$ cat src/rtl/instr_fetch_queue.sv
// In-order instruction fetch: credit-limited requests, response FIFO, redirect flush, EBREAK halt.
// Optional FETCH_BYPASS_EN: an empty FIFO lets a response go straight to the control unit.

module instr_fetch_queue #(
  parameter int unsigned     XLEN     = 32,
  parameter int unsigned     DEPTH    = 4,
  parameter logic [XLEN-1:0] RESET_PC = '0
) (
  input  logic            clk,
  input  logic            reset,
  output logic            mem_req_valid,
  input  logic            mem_req_ready,
  output logic [XLEN-1:0] mem_req_addr,
  input  logic            mem_rsp_valid,
  input  logic [XLEN-1:0] mem_rsp_data,
  output logic            inst_valid,
  input  logic            inst_ready,
  output logic [XLEN-1:0] inst_data,
  output logic [XLEN-1:0] inst_pc,
  input  logic            redirect_valid,
  input  logic [XLEN-1:0] redirect_pc,
  output logic            halted
);
  localparam int unsigned     AW     = $clog2(DEPTH);
  localparam int unsigned     CW     = AW + 1;
  localparam logic [CW:0]     CAP    = (CW+1)'(DEPTH);
  localparam logic [XLEN-1:0] EBREAK = XLEN'(32'h0010_0073);
  localparam logic [XLEN-1:0] STEP   = XLEN'(4);

  logic [XLEN-1:0] fetch_pc, rsp_pc, redirect_target;
  logic [XLEN-1:0] fifo_data [DEPTH];
  logic [XLEN-1:0] fifo_pc [DEPTH];
  logic [AW-1:0]   head, tail;
  logic [CW-1:0]   count, outstanding, drop, outstanding_next;
  logic            run, halted_q;
  logic            req_fire, rsp_fire, redir, fifo_empty, bypass;
  logic            consume, pop, keep, push;

  assign redirect_target  = redirect_pc & ~XLEN'(3);
  assign fifo_empty       = (count == '0);
  assign req_fire         = mem_req_valid && mem_req_ready;
  // Responses with nothing outstanding are stale (e.g. issued before a reset).
  assign rsp_fire         = mem_rsp_valid && (outstanding != '0);
  assign redir            = redirect_valid && !halted_q;
  assign outstanding_next = outstanding + CW'(req_fire) - CW'(rsp_fire);

  // Outstanding requests plus buffered entries never exceed DEPTH, so a push never meets a full FIFO.
  assign mem_req_valid = run && !halted_q && (({1'b0, outstanding} + {1'b0, count}) < CAP);
  assign mem_req_addr  = fetch_pc;

`ifdef FETCH_BYPASS_EN
  assign bypass = fifo_empty && (drop == '0) && !halted_q && rsp_fire && inst_ready;
`else
  assign bypass = 1'b0;
`endif

  assign inst_valid = !halted_q && (!fifo_empty || bypass);
  assign halted     = halted_q;

  always_comb begin
    inst_data = '0;
    inst_pc   = '0;
    if (!fifo_empty) begin
      inst_data = fifo_data[head];
      inst_pc   = fifo_pc[head];
    end else if (bypass) begin
      inst_data = mem_rsp_data;
      inst_pc   = rsp_pc;
    end
  end

  assign consume = inst_valid && inst_ready;
  assign pop     = consume && !fifo_empty;
  // A response landing in a redirect cycle belongs to the old path.
  assign keep    = rsp_fire && (drop == '0) && !halted_q && !redir;
  assign push    = keep && !bypass;

  always_ff @(posedge clk or negedge reset) begin
    if (!reset) begin
      run         <= 1'b0;
      halted_q    <= 1'b0;
      fetch_pc    <= RESET_PC;
      rsp_pc      <= RESET_PC;
      head        <= '0;
      tail        <= '0;
      count       <= '0;
      outstanding <= '0;
      drop        <= '0;
    end else begin
      run         <= 1'b1;
      outstanding <= outstanding_next;
      if (consume && inst_data == EBREAK) halted_q <= 1'b1;
      if (redir) begin
        // Everything still in flight after this cycle is wrong-path, including a same-cycle request.
        head     <= '0;
        tail     <= '0;
        count    <= '0;
        fetch_pc <= redirect_target;
        rsp_pc   <= redirect_target;
        drop     <= outstanding_next;
      end else begin
        if (req_fire) fetch_pc <= fetch_pc + STEP;
        if (keep) rsp_pc <= rsp_pc + STEP;
        if (rsp_fire && drop != '0) drop <= drop - CW'(1);
        if (push) tail <= tail + AW'(1);
        if (pop) head <= head + AW'(1);
        count <= count + CW'(push) - CW'(pop);
      end
    end
  end

  always_ff @(posedge clk) begin
    if (push) begin
      fifo_data[tail] <= mem_rsp_data;
      fifo_pc[tail]   <= rsp_pc;
    end
  end

endmodule

$ cat config.mk
export PLATFORM = sky130hd
export DESIGN_NAME = instr_fetch_queue
export DESIGN_NICKNAME = d
export VERILOG_FILES = /design/src/rtl/instr_fetch_queue.sv
export SDC_FILE = /design/constraint.sdc
export NUM_CORES = 1
export LEC_CHECK = 0
export ABC_CLOCK_PERIOD_IN_PS = 5700
export BUFFER_PORTS_ARGS = -buffer_cell sky130_fd_sc_hd__buf_2
export CAP_MARGIN = 5
export CORE_MARGIN = 5
export CORE_UTILIZATION = 61
export CTS_CLUSTER_SIZE = 8
export DETAILED_ROUTE_END_ITERATION = 10
export MAX_ROUTING_LAYER = met4
export PLACE_DENSITY = 0.83
export SKIP_LAST_GASP = 1
export SYNTH_ARGS = -nofsm -noshare
export SYNTH_HDL_FRONTEND = slang
export SYNTH_SLANG_ARGS = --single-unit
$ cat constraint.sdc
create_clock -name clk -period 5.7 [get_ports clk]
set_input_delay 0 -clock clk [delete_from_list [all_inputs] [get_ports clk]]
set_output_delay 0 -clock clk [all_outputs]
set_load 0.01 [all_outputs]
== After elaboration in Yosys (flattened, before gate mapping) ==
Memory sizes are Yosys's and may differ from the RTL's.
Index checks and enable logic that the tools add are counted.
Word-level totals
  bits in registers: 79
  latch bits: 0
  RAM bits: 256
  memory bits (read-only): 0
  input bits: 70
  output and inout bits: 99
  logic and storage cells: 62
  memories: 2
Operators by class
  add/subtract/negate cells: 10
  multipliers: 0
  divide/modulo/power cells: 0
  order comparisons: 1
  equality and inequality tests: 1
  shift-type cells: 0
  mux-type cells: 15
  bitwise logic cells: 0
  reduce and logical (&&, ||, !) cells: 24
Memories
  fifo_data: words 4, bits a word 32, rd ports 1, clocked after Yosys merged registers in 0, wr ports 1, line 31  | logic [XLEN-1:0] fifo_data [DEPTH];
  fifo_pc: words 4, bits a word 32, rd ports 1, clocked after Yosys merged registers in 0, wr ports 1, line 32  | logic [XLEN-1:0] fifo_pc [DEPTH];
Operators with widths (count)
  32-bit 2-to-1 mux: 6
  32-bit by 3-bit adder with 32-bit output, second input constant: 2
  32-bit by 21-bit equality test with 1-bit output, second input constant: 1
  1-bit logical AND: 13
  3-bit 2-to-1 mux: 3
  2-bit 2-to-1 mux: 4
  2-bit nonzero test: 4
  3-bit by 1-bit adder with 3-bit output: 2
  3-bit logical NOT: 2
  3-bit nonzero test: 2
  3-bit by 1-bit subtractor with 3-bit output: 2
  2-bit by 1-bit adder with 2-bit output, second input constant: 2
  3-bit by 3-bit adder with 4-bit output: 1
  4-bit by 3-bit less-than comparator with 1-bit output, second input constant: 1
  1-bit logical NOT: 3
  3-bit by 1-bit subtractor with 3-bit output, second input constant: 1
  1-bit 2-to-1 mux: 2

== Logic depth before layout (Yosys ltp) ==
Gate-level depths: netlist (run 1).
  depth after elaboration: 8
  mapped depth: 13

== Worst setup path after synthesis (run 1) ==
Ideal clock, no wire load.
  kind: reg2reg
  from: reg drop[0]
  to: mem fifo_data[0][0], enable pin
  arrival: 2.944 ns
  required time: 5.273 ns
  path slack: 2.329 ns
  stages on the path, launching flop included: 7
  path buffers: 1
  clock period less this slack: 3.371 ns
  cell sequence: dfrtp_1 > inv_1 > ha_1 > nand3b_1 > nor3_1 > clkbuf_1 > and3_1
On the way
  cells in the longest elaborated chain, start to end: 6
RTL lines
  from (decl): line 34  | logic [CW-1:0] count, outstanding, drop, outstanding_next;
  from (signal assigned): line 100  | drop <= outstanding_next;
  from (signal assigned): line 104  | if (rsp_fire && drop != '0) drop <= drop - CW'(1);
  3-bit logical NOT: line 75  | assign keep = rsp_fire && (drop == '0) && !halted_q && !redir;
  1-bit logical AND (3 in series): line 75
  1-bit 2-to-1 mux: line 113  | if (push) begin
  1-bit 2-to-1 mux (not written as such): line 114  | fifo_data[tail] <= mem_rsp_data;
  to (decl): line 31
No other way between the ends.

== Worst setup path in the final report (run 1) ==
  from: reg count[1]
  to: reg count[2]
On the way
  cells in the longest elaborated chain, start to end: 7
  elaborated cells on any way between the ends: 8
  those cells by class: add/sub (2); mux (1); reduce/logical (5)
RTL lines
  from (decl): line 34
  from (signal assigned): line 107  | count <= count + CW'(push) - CW'(pop);
  parallel branches: the longest is 5 deep, another holds 3-bit by 1-bit adder with 3-bit output
  3-bit by 1-bit subtractor with 3-bit output *: line 107
  3-bit 2-to-1 mux *: line 93  | if (redir) begin
Every way passes the cells marked *.
A chain may end at the register's enable or synchronous reset.

==> flow_summary.json, run 1 <==
{
  "grt_pass1_wl_mm": 53.23,
  "endpoint_kind": "flip-flop",
  "ir_worst_vdd_v": 0.0002254,
  "yosysTopAreaCell": "edfxtp_1",
  "syn_area_per_cell_sq_um": 15.35,
  "cap_violations": 0,
  "portBuffers": 162,
  "drt_wl_total_mm": 33.64,
  "worstMarginPinSlew_ps": 1087,
  "slew_viol_final": 0,
  "synth_top_area_share_pct": 53.67,
  "grt_max_degree": 76,
  "skew_ps": 17.91,
  "drtIter0Drc": 1253,
  "place_congestion": 0.8799,
  "die_area_sq_um": 25870,
  "rows": 55,
  "core_sq_um": 22500,
  "swShare_pct": 29.15,
  "p_comb_share_pct": 22.4,
  "numCtsBuffers": 46,
  "p_seq_share_pct": 42.2,
  "p_leak_uw": 0.006130,
  "async_flop_share_pct": 23.22,
  "clockBufferDepth": 3,
  "synth_cells": 904,
  "ys_ff_latch": 323,
  "critPathLaunchType": "flip-flop",
  "area_delta_synth_final_pct": 22.63,
  "grt_pass1_vias": 9555,
  "hold_viol_final": 0,
  "setup_violations": 0,
  "clk_latency_ps": 550,
  "ys_top_cells_by_area": "edfxtp_1, dfrtp_1, mux4_2",
  "viasPerCell": 6.275,
  "clockPowerShare_pct": 35.4,
  "antennaDiodeCount": 0,
  "root_buffer": "clkbuf_16",
  "max_freq_mhz": 300.8,
  "synth_cell_type_count": 60,
  "yosys-top-cells-count": "edfxtp_1, dfrtp_1, nor2b_1",
  "firstDrtPassIters": 6,
  "antenna_found_initial": 0,
  "post-route-drc-count": 0,
  "nNetsFinal": 1239,
  "intPower_uw": 5012,
  "ys.flop_type": "edfxtp_1",
  "drive_gt1_share_pct": 25.65,
  "dieWidth_um": 160.8,
  "synth_edf_count": 248,
  "instances_no_fill": 1474,
  "rsz0062_at_grt": "false",
  "tns_ps": 0,
  "htree_levels": 2,
  "mappedNetlistArea_sq_um": 13880,
  "wl_per_cell_um": 22.82,
  "path_max_fanout": 64,
  "synth-seq-area-share_pct": 67.19,
  "cts_tree": "done",
  "grtUsageTotal_pct": 27.11,
  "die_h_um": 160.8,
  "p_sw_uw": 2062,
  "cts_sinks": 323,
  "clk_pin_slew_ps": 50,
  "ys_warn_count": 0,
  "setup_ws_ps": 2375,
  "num_io_pins": 169,
  "ant_nets": 0,
  "slew_headroom_pct": 27.37,
  "worst-endpoint-arrival_ps": 3750,
  "dp.cells": 1317,
  "layout_worst_path_cycle_share_pct": 58.33,
  "pre_cts_slack_ps": 2451,
  "setup.worst_path.class": "flip-flop to flip-flop",
  "status": "complete, no violations",
  "hpwl_mm": 19.33,
  "yosysMostFrequentCell": "edfxtp_1",
  "vias": 9249,
  "worstPathRequired_ps": 6120,
  "holdWs_ps": 118.6,
  "grt_overflow_total": 0,
  "hold_class": "primary input to flip-flop",
  "power_density_nw_per_um2": 415.7,
  "finalCriticalPeriod_ps": 3325,
  "initial_utilization_pct": 61.67
}
metal layers:
metal  vias to the layer above  global-route usage (%)  share of wire, %
met5                         -                       -                 0
li1                       4032                       -                 -
met1                      4601                   35.97                39
met3                        89                   4.619               8.5
met4                         0                   8.802               3.2
met2                       527                   43.65                50
critical path, cell delays in order (launching register included):
cell,delay (ps)
dfrtp_1,450
nor3_2,70
buf_4,340
nor3b_1,960
ha_1,390
inv_1,60
ha_1,130
inv_1,50
fa_1,380
xor2_1,180
xnor2_1,140
nor2_1,60
state kept, by name, indices dropped and copies added, names as in the netlist:
name	cells
fifo_data	128
fifo_pc	120
run	1
count	3
drop	3
head	2
mem_req_addr	30
outstanding	3
tail	2
rsp_pc	30
halted	1
logic make-up (layout without fill, tap and decap cells):
family / Yosys count / after routing / share of synthesized area (%)
and+or+nand+nor: 272 / 272 / 11.02
other: 2 / 5 / 0.05412
AOI/OAI and AO/OA: 120 / 120 / 5.599
adders and majority gates: 16 / 16 / 1.551
buffers and inverters: 75 / 357 / 2.335
muxes: 67 / 67 / 10.42
xor gates and xnor gates: 29 / 29 / 1.830
DFF: 323 / 323 / 67.19
power groups by stage:
stage               clock (uW)  combinational [uW]  sequential (uW)
floorplan                    0                1110             2880
global placement             0                1480             3010
detailed placement           0                1510             3030
CTS                       2530                1570             2990
global route              2660                1720             3020
finish                    2510                1580             2990
what timing repair did:
item	CTS	global route
buffers inserted	0	0
hold buffers	73	0
gates resized for setup	0	0
setup endpoints to repair	0	0
endpoints found under the hold margin	263	0
cell usage in the layout, fill, tap and decap left out, drive strengths merged, types with 21 or more instances in the layout:
master	n
a21oi	30
buf	175
clkbuf	80
dfrtp	75
dlygate4sd3	73
edfxtp	248
inv	27
mux4	62
nand2	34
nand3	21
nor2	51
nor2b	64
layout make-up:
cell class | count | area (sq um)
Tap cell | 285 | 356.6
Clock buffer | 80 | 1279
Inverter | 25 | 93.84
Fill cell | 1256 | 5485
Timing Repair Buffer | 248 | 1642
Multi-Input combinational cell | 509 | 4255
Sequential cell | 323 | 9329
Clock inverter | 4 | 62.56
stage by stage:
stage	util (%)	power, uW	area, sq um
after floorplan	-	3996	13890
after global placement	66.42	4489	14950
after detailed placement	66.42	4532	14950
after CTS	75.62	7089	17020
after global routing	75.62	7403	17020
final	75.62	7074	17020
worst paths after layout:
check	slack [ps]	end	startpoint	depth (start not counted)
worst max-delay path	2380	count[2]$_DFF_PN0_	count[1]$_DFF_PN0_	11
min in group asynchronous	140	mem_req_addr[29]$_DFFE_PN0P_	reset	2
worst min register to register	560	drop[1]$_DFFE_PN0P_	drop[1]$_DFFE_PN0P_	2
worst min-delay path	120	head[0]$_DFFE_PN0P_	inst_ready	4
worst max register to register	2380	count[2]$_DFF_PN0_	count[1]$_DFF_PN0_	11
max in group asynchronous	4750	head[0]$_DFFE_PN0P_	reset	2
Note: power is estimated with default switching activity, not from simulation.
==> run 2: changes to the inputs <==
--- a/config.mk
+++ b/config.mk
@@ -5,15 +5,15 @@
 export SDC_FILE = /design/constraint.sdc
 export NUM_CORES = 1
 export LEC_CHECK = 0
-export ABC_CLOCK_PERIOD_IN_PS = 5700
+export ABC_CLOCK_PERIOD_IN_PS = 2850
 export BUFFER_PORTS_ARGS = -buffer_cell sky130_fd_sc_hd__buf_2
 export CAP_MARGIN = 5
 export CORE_MARGIN = 5
-export CORE_UTILIZATION = 61
+export CORE_UTILIZATION = 52
 export CTS_CLUSTER_SIZE = 8
 export DETAILED_ROUTE_END_ITERATION = 10
 export MAX_ROUTING_LAYER = met4
-export PLACE_DENSITY = 0.83
+export PLACE_DENSITY = 0.75
 export SKIP_LAST_GASP = 1
 export SYNTH_ARGS = -nofsm -noshare
 export SYNTH_HDL_FRONTEND = slang
==> constraint.sdc (replaced) <==
create_clock -name clk -period 2.85 [get_ports clk]
set_input_delay 0 -clock clk [delete_from_list [all_inputs] [get_ports clk]]
set_output_delay 0 -clock clk [all_outputs]
set_load 0.01 [all_outputs]
==> run 2 against run 1 <==
  * Sequential share of layout area down 1.1 points
  * Die area grew 16%
  * Clock power up 98%
  * First-iteration DRC count down 32%
  * Final area up 2.1%
  * Sequential power is 95% higher
  * Count of clock-buffer cells in the layout is 1 higher
  * Core utilization decreased by 9.4 points
  * Worst hold slack worse by 72 ps
  * Non-clock buffer count increased by 22
  * Wire length decreased by 4.6%
  * Final cell count grew 5.0%
  * Largest cell class unchanged
  * Largest power group unchanged
==> flow_summary.json, run 2 (synthesized netlist as in run 1, its figures left out) <==
{
  "status": "complete, no violations",
  "clockBufferDepth": 3,
  "firstDrtPassIters": 5,
  "instances_no_fill": 1548,
  "place_congestion": 0.8956,
  "die_h_um": 173.4,
  "drive_gt1_share_pct": 27.83,
  "grt_overflow_total": 0,
  "viasPerCell": 5.845,
  "timing.rr.start": "count[2]$_DFF_PN0_",
  "dieWidth_um": 173.4,
  "worstPathRequired_ps": 3260,
  "hold-path-endpoint": "drop[1]$_DFFE_PN0P_",
  "ir_worst_vdd_v": 0.0004508,
  "area_delta_synth_final_pct": 25.16,
  "portBuffers": 162,
  "rows": 59,
  "antenna_found_initial": 2,
  "holdWs_ps": 46.64,
  "crit_chain": "ha_1, or4b_4, and4bb_2, inv_6, ha_4, inv_2, ha_4, inv_2, fa_2, xnor2_2, nand2_1, o21ai_1",
  "nNetsFinal": 1261,
  "rrSetupSlack_ps": 50,
  "grtUsageTotal_pct": 21.88,
  "finalCriticalPeriod_ps": 2802,
  "worst-endpoint-arrival_ps": 3210,
  "clk_latency_ps": 530,
  "setup.worst_path.class": "flip-flop to flip-flop",
  "path_delay_family": "adder cells",
  "final_cell_mix": "edfxtp_1, buf_2, dfrtp_1",
  "ant_nets": 0,
  "hold_class": "primary input to flip-flop",
  "critPathSlowestCell": "or4b_4",
  "setup_ws_ps": 47.83,
  "crit_buf_inv": 3,
  "rr_worst_depth": 12,
  "power_density_nw_per_um2": 820.1,
  "layout_worst_path_cycle_share_pct": 98.32,
  "slowest_delay_ps": 520,
  "p_leak_uw": 0.006259,
  "clk_pin_slew_ps": 60,
  "tns_ps": 0,
  "num_io_pins": 169,
  "htree_levels": 2,
  "drt_wl_total_mm": 32.10,
  "seq_area_sq_um": 9329,
  "max_freq_mhz": 356.9,
  "setup_violations": 0,
  "grt_pass1_vias": 9187,
  "slew_viol_final": 0,
  "drtIter0Drc": 853,
  "slew_headroom_pct": 33.20,
  "multi_input_area_sq_um": 4304,
  "path_max_fanout": 2,
  "largest_reg_flops": 128,
  "numCtsBuffers": 46,
  "pre_cts_slack_ps": -34.99,
  "cap_violations": 0,
  "grt_max_degree": 76,
  "cts_sinks": 323,
  "hold_viol_final": 0,
  "hpwl_mm": 20.27,
  "top_register": "fifo_data",
  "post-route-drc-count": 0,
  "skew_ps": 14.80,
  "dp.cells": 1388,
  "initial_utilization_pct": 52.95,
  "root_buffer": "clkbuf_16",
  "rsz0062_at_grt": "true",
  "grt_pass1_wl_mm": 51.07,
  "core_sq_um": 26210,
  "largestRegisters": "fifo_data (128), fifo_pc (120)",
  "rr_endpoint": "drop[2]$_DFFE_PN0P_",
  "worstMarginPinSlew_ps": 1002,
  "min_from": "mem_rsp_valid",
  "critPathLaunchType": "flip-flop",
  "die_area_sq_um": 30050,
  "endpoint_kind": "flip-flop",
  "cts_tree": "done",
  "worstHoldPathCells": 4,
  "num-fill-cells": 1774,
  "wl_per_cell_um": 20.74,
  "vias": 9048,
  "layout_commonest_cell": "edfxtp_1"
}
-- run 2: changes by cell type in the layout (fill, tap and decap cells not counted), sizes merged --
cell / before / now
clkbuf: 80 / 81
inv: 27 / 24
buf: 175 / 199
dlygate4sd3: 73 / 71
diode: 0 / 2
clkinv: 2 / 3
clkinvlp: 0 / 1
-- run 2: final cells by class --
class,count,share of cell area (%)
sequential,323,53.71
multi-input combinational,509,24.78
timing repair buffer,270,10.76
clock buffer,81,7.507
tap,335,2.413
inverter,25,0.5691
clock inverter,3,0.2305
antenna,2,0.02882
-- run 2: timing repair --
| item | CTS | global route |
|---|---|---|
| pin swaps | 0 | 5 |
| gates resized for setup | 1 | 6 |
| hold buffers | 71 | 0 |
| endpoints found under the setup margin | 17 | 15 |
| endpoints found under the hold margin | 261 | 0 |
| buffers inserted | 0 | 4 |
-- run 2: report_power, final --
group	switching (uW)	total [uW]	internal, uW	leakage (uW)
combinational	1790	3440	1650	0.00252
sequential	372	5830	5460	0.00310
clock	1900	4970	3070	0.000633
total	4060	14200	10200	0.00626
-- run 2: worst reg2reg max path, cell delays in order, from the launching register on --
cell	delay [ps]
dfrtp_1	390
ha_1	320
or4b_4	520
and4bb_2	380
inv_6	40
ha_4	200
inv_2	60
ha_4	120
inv_2	30
fa_2	350
xnor2_2	160
nand2_1	60
o21ai_1	50
-- run 2: per-layer routing --
metal	global-route usage, %	vias up	wire length, um
li1	-	4070	-
met3	3.860	43	2482
met5	-	-	0
met4	4.290	0	435
met2	35.07	417	15470
met1	30.11	4518	13720
-- run 2: worst max-delay path by stage --
stage | start | to | slack (ps) | depth (start not counted)
6_report | count[2]$_DFF_PN0_ | drop[2]$_DFFE_PN0P_ | 50 | 12
5_1_grt | count[2]$_DFF_PN0_ | drop[2]$_DFFE_PN0P_ | -40 | 12
4_1_cts | outstanding[2]$_DFF_PN0_ | drop[2]$_DFFE_PN0P_ | 7 | 12
3_5_place_dp | outstanding[2]$_DFF_PN0_ | mem_req_addr[22]$_DFFE_PN0P_ | -30 | 7
3_3_place_gp | outstanding[2]$_DFF_PN0_ | mem_req_addr[28]$_DFFE_PN0P_ | 70 | 7
2_1_floorplan | outstanding[2]$_DFF_PN0_ | drop[2]$_DFFE_PN0P_ | 6 | 13
-- run 2: per-stage QoR --
stage	util [%]	area, sq um	power, uW
2_1_floorplan	-	13930	8036
4_1_cts	66.06	17310	14330
5_1_grt	66.27	17370	14940
3_5_place_dp	58.22	15260	9252
6_report	66.27	17370	14240
3_3_place_gp	58.22	15260	9163
